File: src/rtl/mult_operand_queue.sv
// Operand-pair FIFO feeding a shift-add multiplier: issues one {A,B} pair per multiplier handshake.
// Optional build macro MULT_OPQ_ISSUE_COUNT_EN adds a 16-bit wrapping issue counter output issued_cnt.
module mult_operand_queue #(
  parameter int unsigned DEPTH = 4,
  parameter int unsigned GUARD = 2
) (
  input  logic                      clk,
  input  logic                      rst,
  input  logic                      in_valid,
  input  logic [7:0]                in_A,
  input  logic [7:0]                in_B,
  output logic                      in_ready,
  output logic                      start,
  output logic [7:0]                A,
  output logic [7:0]                B,
  input  logic                      mult_ready,
  output logic [$clog2(DEPTH):0]    count,
  output logic                      empty,
  output logic                      full
`ifdef MULT_OPQ_ISSUE_COUNT_EN
  ,
  output logic [15:0]               issued_cnt
`endif
);

  localparam int unsigned AW = $clog2(DEPTH);
  localparam int unsigned CW = AW + 1;
  localparam int unsigned GW = (GUARD > 0) ? $clog2(GUARD + 1) : 1;

  typedef enum logic [1:0] {
    IDLE  = 2'd0,
    ISSUE = 2'd1,
    WAIT  = 2'd2
  } state_t;

  logic [15:0]   r_mem [DEPTH];
  logic [AW-1:0] r_wr;
  logic [AW-1:0] r_rd;
  logic [CW-1:0] r_count;
  logic [GW-1:0] r_guard;
  state_t        r_state;

  logic          w_push;
  logic          w_pop;
  logic [15:0]   w_head;

  assign count    = r_count;
  assign empty    = (r_count == '0);
  assign full     = (r_count == CW'(DEPTH));
  assign in_ready = !full;

  // A pop is the IDLE->ISSUE transition; a push is never bypassed to the output.
  assign w_push = in_valid && !full;
  assign w_pop  = (r_state == IDLE) && !empty && mult_ready;
  assign w_head = r_mem[r_rd];

  always_ff @(posedge clk) begin
    if (w_push) begin
      r_mem[r_wr] <= {in_A, in_B};
    end
  end

  always_ff @(posedge clk or posedge rst) begin
    if (rst) begin
      r_wr    <= '0;
      r_rd    <= '0;
      r_count <= '0;
    end else begin
      if (w_push) r_wr <= r_wr + AW'(1);
      if (w_pop)  r_rd <= r_rd + AW'(1);
      case ({w_push, w_pop})
        2'b10:   r_count <= r_count + CW'(1);
        2'b01:   r_count <= r_count - CW'(1);
        default: r_count <= r_count;
      endcase
    end
  end

  // Issue FSM: WAIT ignores mult_ready until the guard counter has drained.
  always_ff @(posedge clk or posedge rst) begin
    if (rst) begin
      r_state <= IDLE;
      r_guard <= '0;
      start   <= 1'b0;
      A       <= 8'h00;
      B       <= 8'h00;
    end else begin
      start <= 1'b0;
      case (r_state)
        IDLE: begin
          if (w_pop) begin
            A       <= w_head[15:8];
            B       <= w_head[7:0];
            start   <= 1'b1;
            r_state <= ISSUE;
          end
        end
        ISSUE: begin
          r_guard <= GW'(GUARD);
          r_state <= WAIT;
        end
        WAIT: begin
          if (r_guard != '0) begin
            r_guard <= r_guard - GW'(1);
          end else if (mult_ready) begin
            r_state <= IDLE;
          end
        end
        default: r_state <= IDLE;
      endcase
    end
  end

`ifdef MULT_OPQ_ISSUE_COUNT_EN
  logic [15:0] r_issued;

  always_ff @(posedge clk or posedge rst) begin
    if (rst) begin
      r_issued <= 16'h0000;
    end else if (w_pop) begin
      r_issued <= r_issued + 16'd1;
    end
  end

  assign issued_cnt = r_issued;
`endif

endmodule

File: config.mk
export PLATFORM = sky130hd
export DESIGN_NAME = mult_operand_queue
export DESIGN_NICKNAME = d
export VERILOG_FILES = /design/src/rtl/mult_operand_queue.sv
export SDC_FILE = /design/constraint.sdc
export NUM_CORES = 1
export LEC_CHECK = 0
export ABC_AREA = 1
export CELL_PAD_IN_SITES_DETAIL_PLACEMENT = 0
export CELL_PAD_IN_SITES_GLOBAL_PLACEMENT = 1
export CORE_MARGIN = 5
export CORE_UTILIZATION = 47
export CTS_BUF_LIST = sky130_fd_sc_hd__clkbuf_16
export CTS_CLUSTER_DIAMETER = 40
export DETAILED_ROUTE_END_ITERATION = 10
export GPL_ROUTABILITY_DRIVEN = 1
export MAX_ROUTING_LAYER = met4
export PLACE_DENSITY_LB_ADDON = 0.1
export SYNTH_ARGS = -nofsm -noshare
export SYNTH_HDL_FRONTEND = slang
export SYNTH_SLANG_ARGS = --single-unit
File: constraint.sdc
create_clock -name clk -period 4.95 [get_ports clk]
set_clock_uncertainty 0.2 [all_clocks]
set_input_delay 0.495 -clock clk [delete_from_list [all_inputs] [get_ports clk]]
set_output_delay 0.495 -clock clk [all_outputs]
set_load 0.01 [all_outputs]
==> results.toml <==
[clocking]
cts_resized = 0
cts_stage_hold_buffer_count = 0
cts_root_buf = "clkbuf_16"
clock_latency_ps = 330
tritoncts_clock_tree = "built"
cts.clk_slew.worst_paths_ps = 70
numCtsBuffers = 9
clk_path_buf_depth = 2
cts.repair_timing.setup_buffer_count = 0
clock_sink_count = 92
ctsHtreeMaxLevel = 3

[cells_and_area]
fill_cell_total_of_the_finished_layout = 746
final_design_area_no_fill_um2 = 4803
drive_above_1_share_pct = 7.111
seqCellArea_um2 = 2623
synthToLayoutAreaGrowth_pct = 19.74
fin_nets = 472
num_antenna_cells = 0
fin_util_pct = 58.17
multi_input_area_um2 = 979.7

[placed_design]
place_area_um2 = 4513
dp_hpwl_um = 4416
globalplace.congestion = 0.7832
numPortBuffers = 42
detailedPlace.worstSlack_ps = 2411

[synthesis]
synthesis.instances = 399
yosysWarnings = 0
count_of_distinct_cell_types_in_the_synthesized_netlist = 21
yosysSeqAreaShare_pct = 65.38
synth_nets = 426
syn-cell-area_um2 = 4011
synthesis.area_per_instance_um2 = 10.05
synth_register_bits = 92

[timing]
setup_violations = 0
final-max-slew-violation-count = 0
max_slew_margin_pct = 39.00
fin_crit_ps = 2315
period_share_pct = 46.76
timing_limited_maximum_frequency_ghz = 0.4320
tightest_pin_transition_ps = 914.0
crit_path_setup_slack_layout_ps = 2635
final-hold-violation-count = 0
grt_setup_unrepaired = "false"
final.setup.tns_ps = 0

[routing]
detail_route.first_pass.iterations = 5
first_drt_iteration_drcs = 96
route.detailed.drc = 0
post_drt_via_cell_ratio = 4.499
route.final.wire_length_um = 7105
route.vias.total = 2497
drtAntennaViolNets = 0
routed_wire_length_per_instance_um = 12.80

[critical_path]
critical_path_depth = 4
critical_path.reg2reg.startpoint = "count[0]"
worst_path_largest_cell_delay_ps = 540
reg2reg_to = "count[2]"
crit_path_end = "empty"
cp-start-kind = "register"
r2r_cells = 9
worstSetupEndpointType = "primary output"
setup.reg_to_reg.worst_slack_ps = 2870
slowest_stage = "clkdlybuf4s50_1"
critical_path.cell_chain = "inv_1 > nand3_2 > inv_4 > clkdlybuf4s50_1"
crit_buf_inv = 3
critPathTopFamily = "buffers and inverters"
critical_path.max_fanout = 4
crit_required_ps = 4260
critical_path_startpoint = "count[2]"
setup.worst_path.class = "reg2out"
critical_path_arrival_ps = 1620

[die]
floorplan.die.height_um = 102.4
die_outline_area_um2 = 10480
num_rows = 33
die_width_um = 102.4
coreArea_um2 = 8258
initial_utilization_pct = 48.58
top_level_ports = 43

[global_route]
vias_in_the_first_global_route = 2516
grt_max_degree = 36
grt_util_all_layers_pct = 15.38
globalRoute.totalOverflow = 0
initial_antenna_violation_count = 0
grt_pass1_wl_um = 11820

[min_path]
min_path_type = "reg2reg"

[power_and_ir_drop]
cellPowerDensity_nw_per_um2 = 588.9
post-layout-total-power_mw = 2.829
power_leakage_nw = 2.264
worst_vdd_drop_mv = 0.2480

[job]
maxcap_viol_count = 0

[run_status]
status = "complete, no violations"
worst min-delay path by stage:
| stage | startpoint | to | slack [ps] | cells after the start |
|---|---|---|---|---|
| floorplan | r_guard[0] | r_guard[0] | 260 | 1 |
| global placement | A[5] | A[5] | 260 | 2 |
| detailed placement | B[0] | B[0] | 260 | 2 |
| CTS | B[0] | B[0] | 280 | 2 |
| global route | A[3] | A[3] | 300 | 2 |
| finish | A[6] | A[6] | 280 | 2 |
per-stage QoR:
step	hold slack [ps]	std cells
floorplan	258.4	399
global placement	262.0	539
detailed placement	264.8	539
CTS	282.2	555
global route	295.5	555
finish	277.5	555
sequential cells by signal (all words and copies together) (netlist names):
signal,count
B,8
count,3
r_guard,2
r_wr,2
r_state,2
r_rd,2
r_mem,64
start,1
A,8
cell usage in the layout, fill, tap and decap left out, drive strengths merged:
cell and n:
buf 5, bufinv 1, clkbuf 9, clkdlybuf4s50 42, clkinv 3, clkinvlp 2, dfrtp 28, edfxtp 64
fa 1, ha 6, inv 86, nand2 149, nand3 38, nor2 9, o21ai 3, xnor2 1
xor2 3
Yosys cell counts:
library cell | n | share of area (%)
ha_1 | 6 | 1.9
fa_1 | 1 | 0.50
edfxtp_1 | 64 | 48
o21ai_0 | 3 | 0.37
nand3_1 | 36 | 4.5
nor2_1 | 7 | 0.66
xnor2_1 | 1 | 0.22
nand2_1 | 145 | 14
inv_1 | 80 | 7.5
nand3_2 | 2 | 0.50
buf_2 | 5 | 0.62
buf_4 | 6 | 1.1
inv_2 | 4 | 0.37
nor2_4 | 1 | 0.28
nand2_2 | 3 | 0.47
buf_12 | 1 | 0.50
dfrtp_1 | 28 | 17
xor2_1 | 3 | 0.66
inv_4 | 1 | 0.16
nand2_4 | 1 | 0.28
nor2_8 | 1 | 0.50
report_power, final:
part | switching, mW | leakage, nW | internal, mW
logic | 0.600 | 1.20 | 0.407
clock network | 0.271 | 0.135 | 0.387
registers | 0.111 | 0.931 | 1.05
kinds of logic (layout without fill, tap and decap cells):
kind of cell               after synthesis  in the layout  synth area share [%]
AOI/OAI and AO/OA                        3              3                0.3742
xor gates and xnor gates                 4              4                0.8735
adders and majority gates                7              7                 2.371
buffers and inverters                   97            148                 10.26
DFF                                     92             92                 65.38
and+or+nand+nor                        196            196                 20.74
per-layer routing:
metal	vias to the layer above	GRT usage (%)	wire, um
met4	0	4.036	59
met3	6	3.481	269
met1	1134	19.03	3347
met5	-	-	0
met2	36	25.64	3428
li1	1321	-	-
cell type report:
type | count | share of cell area (%)
repair buffers | 47 | 9.534
inverters | 85 | 6.694
flip-flops and latches | 92 | 54.60
multi-input cells | 210 | 20.40
clock buffers | 9 | 4.689
well taps | 105 | 2.735
clock inverters | 7 | 1.355
worst register-to-register path: stages (launching register included):
cell	delay, ps
dfrtp_1	410
inv_2	100
nand3_1	150
nand2_2	180
ha_1	190
inv_1	60
fa_1	370
nand2_1	80
nand3_1	80
xor2_1	150
Note: power is estimated with default switching activity, not from simulation.
